`config.mk`:
```
export PLATFORM = sky130hd
export DESIGN_NAME = mux_gate_scheduler
export DESIGN_NICKNAME = d
export VERILOG_FILES = /design/src/rtl/mux_gate_scheduler.sv
export SDC_FILE = /design/constraint.sdc
export NUM_CORES = 1
export LEC_CHECK = 0
export BUFFER_PORTS_ARGS = -buffer_cell sky130_fd_sc_hd__clkbuf_2
export CORE_MARGIN = 1
export CORE_UTILIZATION = 45
export DETAILED_ROUTE_END_ITERATION = 7
export GPL_TIMING_DRIVEN = 0
export PLACE_DENSITY = 0.69
export SLEW_MARGIN = 5
export SYNTH_ARGS = -nofsm -noshare
export SYNTH_HDL_FRONTEND = slang
export SYNTH_SLANG_ARGS = --single-unit
```
`constraint.sdc`:
```
create_clock -name clk -period 2.4 [get_ports clk]
set_clock_uncertainty 0.1 [all_clocks]
set_input_delay 0.12 -clock clk [delete_from_list [all_inputs] [get_ports clk]]
set_output_delay 0.12 -clock clk [all_outputs]
set_load 0.01 [all_outputs]
```
`src/rtl/mux_gate_scheduler.sv`:
```
// mux_gate_scheduler
//   Two-requester scheduler that time-shares one 1-bit mux-based NAND/NOR
//   cell. Each granted request runs a WIDTH-bit bitwise NAND (op=0) or
//   NOR (op=1) bit-serially, LSB first, one bit per clock. The result is
//   tagged with the served requester and announced by a one-cycle done pulse.
//
//   Build option: define MUX_GATE_SCHED_RR_EN for round-robin tie-break on
//   a last_id register; leave it undefined for fixed priority (requester 0
//   wins ties, last_id not built).
//
//   Ports:
//     clk              rising-edge clock
//     rst              asynchronous active-high reset
//     req0/req1        requests, sampled only while idle
//     op0/op1          0 = NAND, 1 = NOR
//     a0,b0/a1,b1      WIDTH-bit operands, held stable while req is high
//     gnt0/gnt1        one-cycle grant pulse, operands captured
//     busy             scheduler not idle
//     done             one-cycle completion pulse
//     done_id          requester served by the completing operation
//     result           result of the last completed operation

// Universal gate cell built from 2:1 muxes selected by a.
module mux_nand_nor_cell (
  input  logic a,
  input  logic b,
  output logic nand_out,
  output logic nor_out
);
  assign nand_out = a ? ~b   : 1'b1;
  assign nor_out  = a ? 1'b0 : ~b;
endmodule

module mux_gate_scheduler #(
  parameter int WIDTH = 8
) (
  input  logic             clk,
  input  logic             rst,
  input  logic             req0,
  input  logic             req1,
  input  logic             op0,
  input  logic             op1,
  input  logic [WIDTH-1:0] a0,
  input  logic [WIDTH-1:0] b0,
  input  logic [WIDTH-1:0] a1,
  input  logic [WIDTH-1:0] b1,
  output logic             gnt0,
  output logic             gnt1,
  output logic             busy,
  output logic             done,
  output logic             done_id,
  output logic [WIDTH-1:0] result
);

  localparam int CW = $clog2(WIDTH);
  localparam logic [CW-1:0] LAST = CW'(WIDTH - 1);

  typedef enum logic [1:0] {IDLE, RUN, DONE} state_t;

  state_t           state, state_nxt;
  logic [CW-1:0]    cnt;
  logic [WIDTH-1:0] a_q, b_q;
  logic             op_q;
  logic             id_q;
  logic [WIDTH-1:0] result_q, result_nxt;
  logic [WIDTH-1:0] result_r;
  logic             done_id_r;
  logic             any_req;
  logic             win1;
  logic             cell_nand, cell_nor, cell_bit;

  assign any_req = req0 | req1;

`ifdef MUX_GATE_SCHED_RR_EN
  logic last_id;
  // On a tie the requester that was not served last wins.
  assign win1 = req1 & (~req0 | ~last_id);
`else
  assign win1 = req1 & ~req0;
`endif

  mux_nand_nor_cell u_cell (
    .a        (a_q[cnt]),
    .b        (b_q[cnt]),
    .nand_out (cell_nand),
    .nor_out  (cell_nor)
  );

  assign cell_bit = op_q ? cell_nor : cell_nand;

  always_comb begin
    result_nxt      = result_q;
    result_nxt[cnt] = cell_bit;
  end

  // State register
  always_ff @(posedge clk or posedge rst) begin
    if (rst) state <= IDLE;
    else     state <= state_nxt;
  end

  // Next-state logic
  always_comb begin
    state_nxt = state;
    case (state)
      IDLE:    if (any_req) state_nxt = RUN;
      RUN:     if (cnt == LAST) state_nxt = DONE;
      DONE:    state_nxt = IDLE;
      default: state_nxt = IDLE;
    endcase
  end

  // Outputs decode from registers only. The grant pulse is the single RUN
  // cycle with cnt==0, i.e. the cycle right after the sampling edge.
  always_comb begin
    busy    = (state != IDLE);
    done    = (state == DONE);
    gnt0    = (state == RUN) && (cnt == '0) && !id_q;
    gnt1    = (state == RUN) && (cnt == '0) &&  id_q;
    result  = result_r;
    done_id = done_id_r;
  end

  // Operand capture and bit-serial datapath
  always_ff @(posedge clk or posedge rst) begin
    if (rst) begin
      cnt       <= '0;
      a_q       <= '0;
      b_q       <= '0;
      op_q      <= 1'b0;
      id_q      <= 1'b0;
      result_q  <= '0;
      result_r  <= '0;
      done_id_r <= 1'b0;
`ifdef MUX_GATE_SCHED_RR_EN
      last_id   <= 1'b1;
`endif
    end else begin
      case (state)
        IDLE: begin
          if (any_req) begin
            a_q  <= win1 ? a1  : a0;
            b_q  <= win1 ? b1  : b0;
            op_q <= win1 ? op1 : op0;
            id_q <= win1;
            cnt  <= '0;
`ifdef MUX_GATE_SCHED_RR_EN
            last_id <= win1;
`endif
          end
        end
        RUN: begin
          result_q <= result_nxt;
          if (cnt == LAST) begin
            cnt       <= '0;
            result_r  <= result_nxt;
            done_id_r <= id_q;
          end else begin
            cnt <= cnt + CW'(1);
          end
        end
        default: ;
      endcase
    end
  end

endmodule
```
# Word level (Yosys, flattened, before mapping)
# Index checks and enable logic that the tools add are counted.
# Widths: inputs -> output; s select.
# word_totals
word_cells	53
mem_bits_rw	0
mem_bits_ro	0
out_inout_bits	13
reg_bits	40
latchBits	0
input_bits	38
memories	0
# op_classes
bitwise_logic	4
div	0
mul	0
addsub	1
n_shift	0
n_mux	19
n_lt_le_gt_ge	2
reduce_logical	13
eq_ne	5
# op_table
cell	count
$mux 8	2
$bwmux 8	1
$reduce_and 2->1	4
$mux 1	7
$bmux 1 s3	2
$mux 3	2
$pmux 3 s2	1
$logic_and 1x1->1	4
$lt 3x4->1 const B	1
$mux 2	2
$ne 2x2->1 const B	2
$pmux 2 s2	1
$reduce_bool 2->1	2
$add 3x1->3 const B	1
$demux 1 s3	1
$eq 3x3->1 const B	1
$ge 3x1->1 const B	1
$logic_not 3->1	1
$eq 2x1->1 const B	1
$eq 2x2->1 const B	1
$logic_not 2->1	1
$not 1->1	2
$and 1x1->1	1
$logic_not 1->1	1
$or 1x1->1	1

# Longest topological paths before layout
# logic_depth
ltp_word	6
depth_mapped	8
depth_no_buf	7

# Cells and area by module
# Synthesis repeated with hierarchy kept, for this count alone.
# unflattened
hier_cells	173
area_unflattened_um2	2120.8
# modules_own_cells
module	cells_per_inst	instances	area_each_um2	seq_area_each_um2
mux_gate_scheduler	171	1	2113.3	1001.0
mux_nand_nor_cell	2	1	7.5	0.0

# Worst setup path after synthesis
# OpenSTA, ideal clock, no wires.
# synth_timing
path_type	flip-flop to flip-flop
from	reg cnt[0]
to	reg result_r[7] (netlist: result[7])
t_arrival_ns	1.758
t_required_ns	2.170
setup_ns	0.130
setup_slack_ns	0.412
stages_incl_launch_ff	9
path_buffers	3
synth_period_minus_slack_ns	1.988
path_cell_list	dfrtp_1 buf_6 buf_6 mux2i_1 mux4_1 o21ai_1 maj3_2 buf_6 o31ai_2
# synth_between
elab_chain_cells	6
word_cells_on_any_way	16
classes_between	order compare (2); eq/ne (1); mux (10); bitwise (1); reduce/logical (2)
# synth_lines
item	line_no	rtl
start: declaration	61	logic [CW-1:0] cnt;
start signal: assignment	159	cnt <= cnt + CW'(1);
parallel branches: the longest is 6 deep, another holds $lt 3x4->1	n/a	
end signal: assignment	156	result_r <= result_nxt;
end: declaration	66	logic [WIDTH-1:0] result_r;
# Several ways; the timed one is not identified. The select of a mux whose other input is x is not followed.
# A chain may end at the register's enable or synchronous reset.

# Final worst setup path
# Same ends and word-level chain as after synthesis.

==> results.md <==
* Run status: finished clean
* Seq/Total Area, Yosys at 48.3%
* DR pass1 iterations at 7
* # IOs at 51
* # fillers at 420
* TritonCTS clock tree: built
* #FFs+latches synth at 40
* Comb pwr share at 46.0%
* R2r setup slk at 0.25 ns
* CP dominant cell by count: buf_6
* Die Wd at 69.8 µm
* Initial antenna violation count at 0
* Worst-Skew Late Latency at 0.30 ns
* Remaining Overflow, GRT at 0
* Internal power at 1.82 mW
* H-tree depth at 2
* PortBufs at 50
* Cells after synthesis at 202
* Worst Path Required at 2.47 ns
* Critical path class: reg2reg
* FF-to-FF path depth at 8
* Via/cell ratio at 5.25
* Post-CTS Resized at 0
* Maxcap violations at 0
* Sum Neg Setup Slack at 0 ns
* Syn Nets at 243
* CP max stage delay at 0.48 ns
* Ratio of cells with drive above 1 in the final layout at 28.2%
* Worst hold start: a1[5]
* R2r startpoint: cnt[0]
* CP max FO at 10
* RSZ-0062 raised after global routing: false
* Finish-stage setup viols at 0
* Sw Pwr at 1.22 mW
* Post-DP HPWL at 2960 µm
* HP Class: in2reg
* Period utilisation layout at 89.6%
* CP Cell Sequence: buf_6 > buf_6 > mux2i_1 > mux4_1 > o21ai_1 > maj3_2 > buf_6 > o31ai_2
* Pin count of the biggest net entering global routing at 41
* Ys Warns at 0
* Avg Cell Area, Syn at 10.3 µm²
* Inserted Diodes at 0
* Clock buffer depth at 2
* Clk pwr share at 15.1%
* Initial Utilization at 47.2%
* Final Routed Wirelength at 4030 µm
* FP Rows at 24
* Hold endpoint: a_q[5]
* Mean routed wirelength per cell at 12.8 µm
* Final net count at 302
* Highest-count cells in the layout ignoring fill and taps: clkbuf_2 (50), dfrtp_1 (40), nand2_1 (30)
* Max-slew violations at 0
* TritonCTS buffer count at 5
* DRC errors left at 0
* Area occupied by multi-input gates at 971 µm²
* Minimum clock period at 2.15 ns
* Die height at 69.8 µm
* Die area at 4880 µm²
* Sw frac at 40.2%
* Worst hold stages at 3
* Commonest non-fill, non-tap cell in the layout: clkbuf_2
* Setup Buffers After CTS at 0
* P_leak at 1.28 nW
* Max Fclk at 0.465 GHz
* Flop pwr share at 38.8%
* Synthesized cell area at 2070 µm²
* Clock sink count at 40
* Slowest-stage cell, CP: mux4_1
* Slew HR at 46.3%
* Antenna Nets Post-Route at 0
* GRT Total Usage at 17.9%
* Iter 0 DRT Violations at 55
* Tightest Pin Transition at 0.804 ns
* Routability cong. at 0.831
* Root Driver: clkbuf_8
* Fin. Hold Viols at 0
* Maximum VDD drop at 0.000489 V
* Critical path arrival at 2.22 ns
* Startpoint Class: flip-flop
* Clock transition at path regs at 0.07 ns
* First-pass GRT wire length at 6980 µm
* PD cells at 1220 nW/µm²
* Area grow syn2layout at 20.5%
* Endpoint class of the critical path: flip-flop
* Vias in the first global route at 1567
* Worst hold slack at 0.00111 ns
* Reg2reg end: result[7]
* Vias at 1650
* FF+latch area at 1000 µm²
* Netlist cell types at 27
* Core area at 4380 µm²
metrics by stage:
stage	setup WS, ns	cell area, µm²	total power, mW	std cells	utilization [%]
2_1_floorplan	0.412	2070	2.23	202	-
3_3_place_gp	0.272	2390	2.57	304	54.4
3_5_place_dp	0.257	2390	2.61	304	54.4
4_1_cts	0.243	2500	3.08	314	56.9
5_1_grt	0.0997	2500	3.31	314	56.9
6_report	0.250	2500	3.04	314	56.9
state kept, by name, summed over array words and instances, names as in the netlist:
name	cells
id_q	1
result_q	8
state	2
result	8
done_id	1
b_q	8
op_q	1
cnt	3
a_q	8
worst max-delay path: cells and delay by family, from the launching register on:
kind                     cells  cell delay, ns
multiplexers                 2            0.60
adder cells (fa/ha/maj)      1            0.28
flip-flops                   1            0.40
buffers and inverters        3            0.46
AO/OA/AOI/OAI                2            0.17
power by group through the flow:
stage	Clock [mW]	Combinational, mW	Sequential, mW
6_report	0.461	1.40	1.18
5_1_grt	0.490	1.60	1.22
3_5_place_dp	0	1.42	1.20
4_1_cts	0.469	1.43	1.18
3_3_place_gp	0	1.39	1.19
2_1_floorplan	0	1.05	1.18
worst max-delay path by stage:
stage	startpoint	endpoint	slack, ns	cells after the start
after floorplan	cnt[0]	result[7]	0.41	8
after CTS	cnt[0]	result[7]	0.24	8
final	cnt[0]	result[7]	0.25	8
after global routing	cnt[1]	result[7]	0.1	6
after global placement	cnt[0]	result[7]	0.27	8
after detailed placement	cnt[0]	result[2]	0.26	8
final cells by class:
class / instances / share of cell area (%)
plain buffers: 13 / 2.91
inverters: 7 / 1.05
multi-input cells: 142 / 38.9
well taps: 52 / 2.61
flip-flops and latches: 40 / 40.1
clock buffers: 8 / 3.61
repair buffers: 52 / 10.8
Yosys cell counts, drive strengths merged:
cell / n / share of area (%)
dfrtp: 40 / 48
nand2: 30 / 5.4
o21ai: 28 / 6.8
mux2i: 21 / 10
o31ai: 16 / 8.0
a21oi: 10 / 2.4
clkbuf: 9 / 1.6
and3: 8 / 2.4
inv: 7 / 1.3
nand2b: 7 / 2.1
nand3: 5 / 1.2
buf: 4 / 1.9
nor2b: 4 / 1.2
ha: 3 / 1.8
mux4: 2 / 2.4
or3: 2 / 0.60
a22oi: 1 / 0.36
and4b: 1 / 0.48
maj3: 1 / 0.54
nor2: 1 / 0.18
nor4b: 1 / 0.42
o221ai: 1 / 0.42
routing by layer:
| layer | share of wire, % | wire length, µm | track usage, % |
|---|---|---|---|
| met4 | 1.9 | 77 | 4.67 |
| met2 | 49 | 1990 | 32.3 |
| met3 | 3.8 | 152 | 4.36 |
| met5 | 0 | 0 | 0 |
| met1 | 45 | 1810 | 21.3 |
cell families (layout without fill, tap and decap cells):
kind of cell	after synthesis	count (layout)	synth area share, %
compound gates	56	56	17.9
fa+ha+maj	4	4	2.36
buf+inv	20	80	4.77
flops	40	40	48.3
mux	23	23	12.5
simple gates	59	59	14.1
timing repair:
item	4_1_cts	5_1_grt
endpoints found under the setup margin	0	0
endpoints found under the hold margin	41	0
hold buffers	2	0
(Power assumes the default switching activity.)
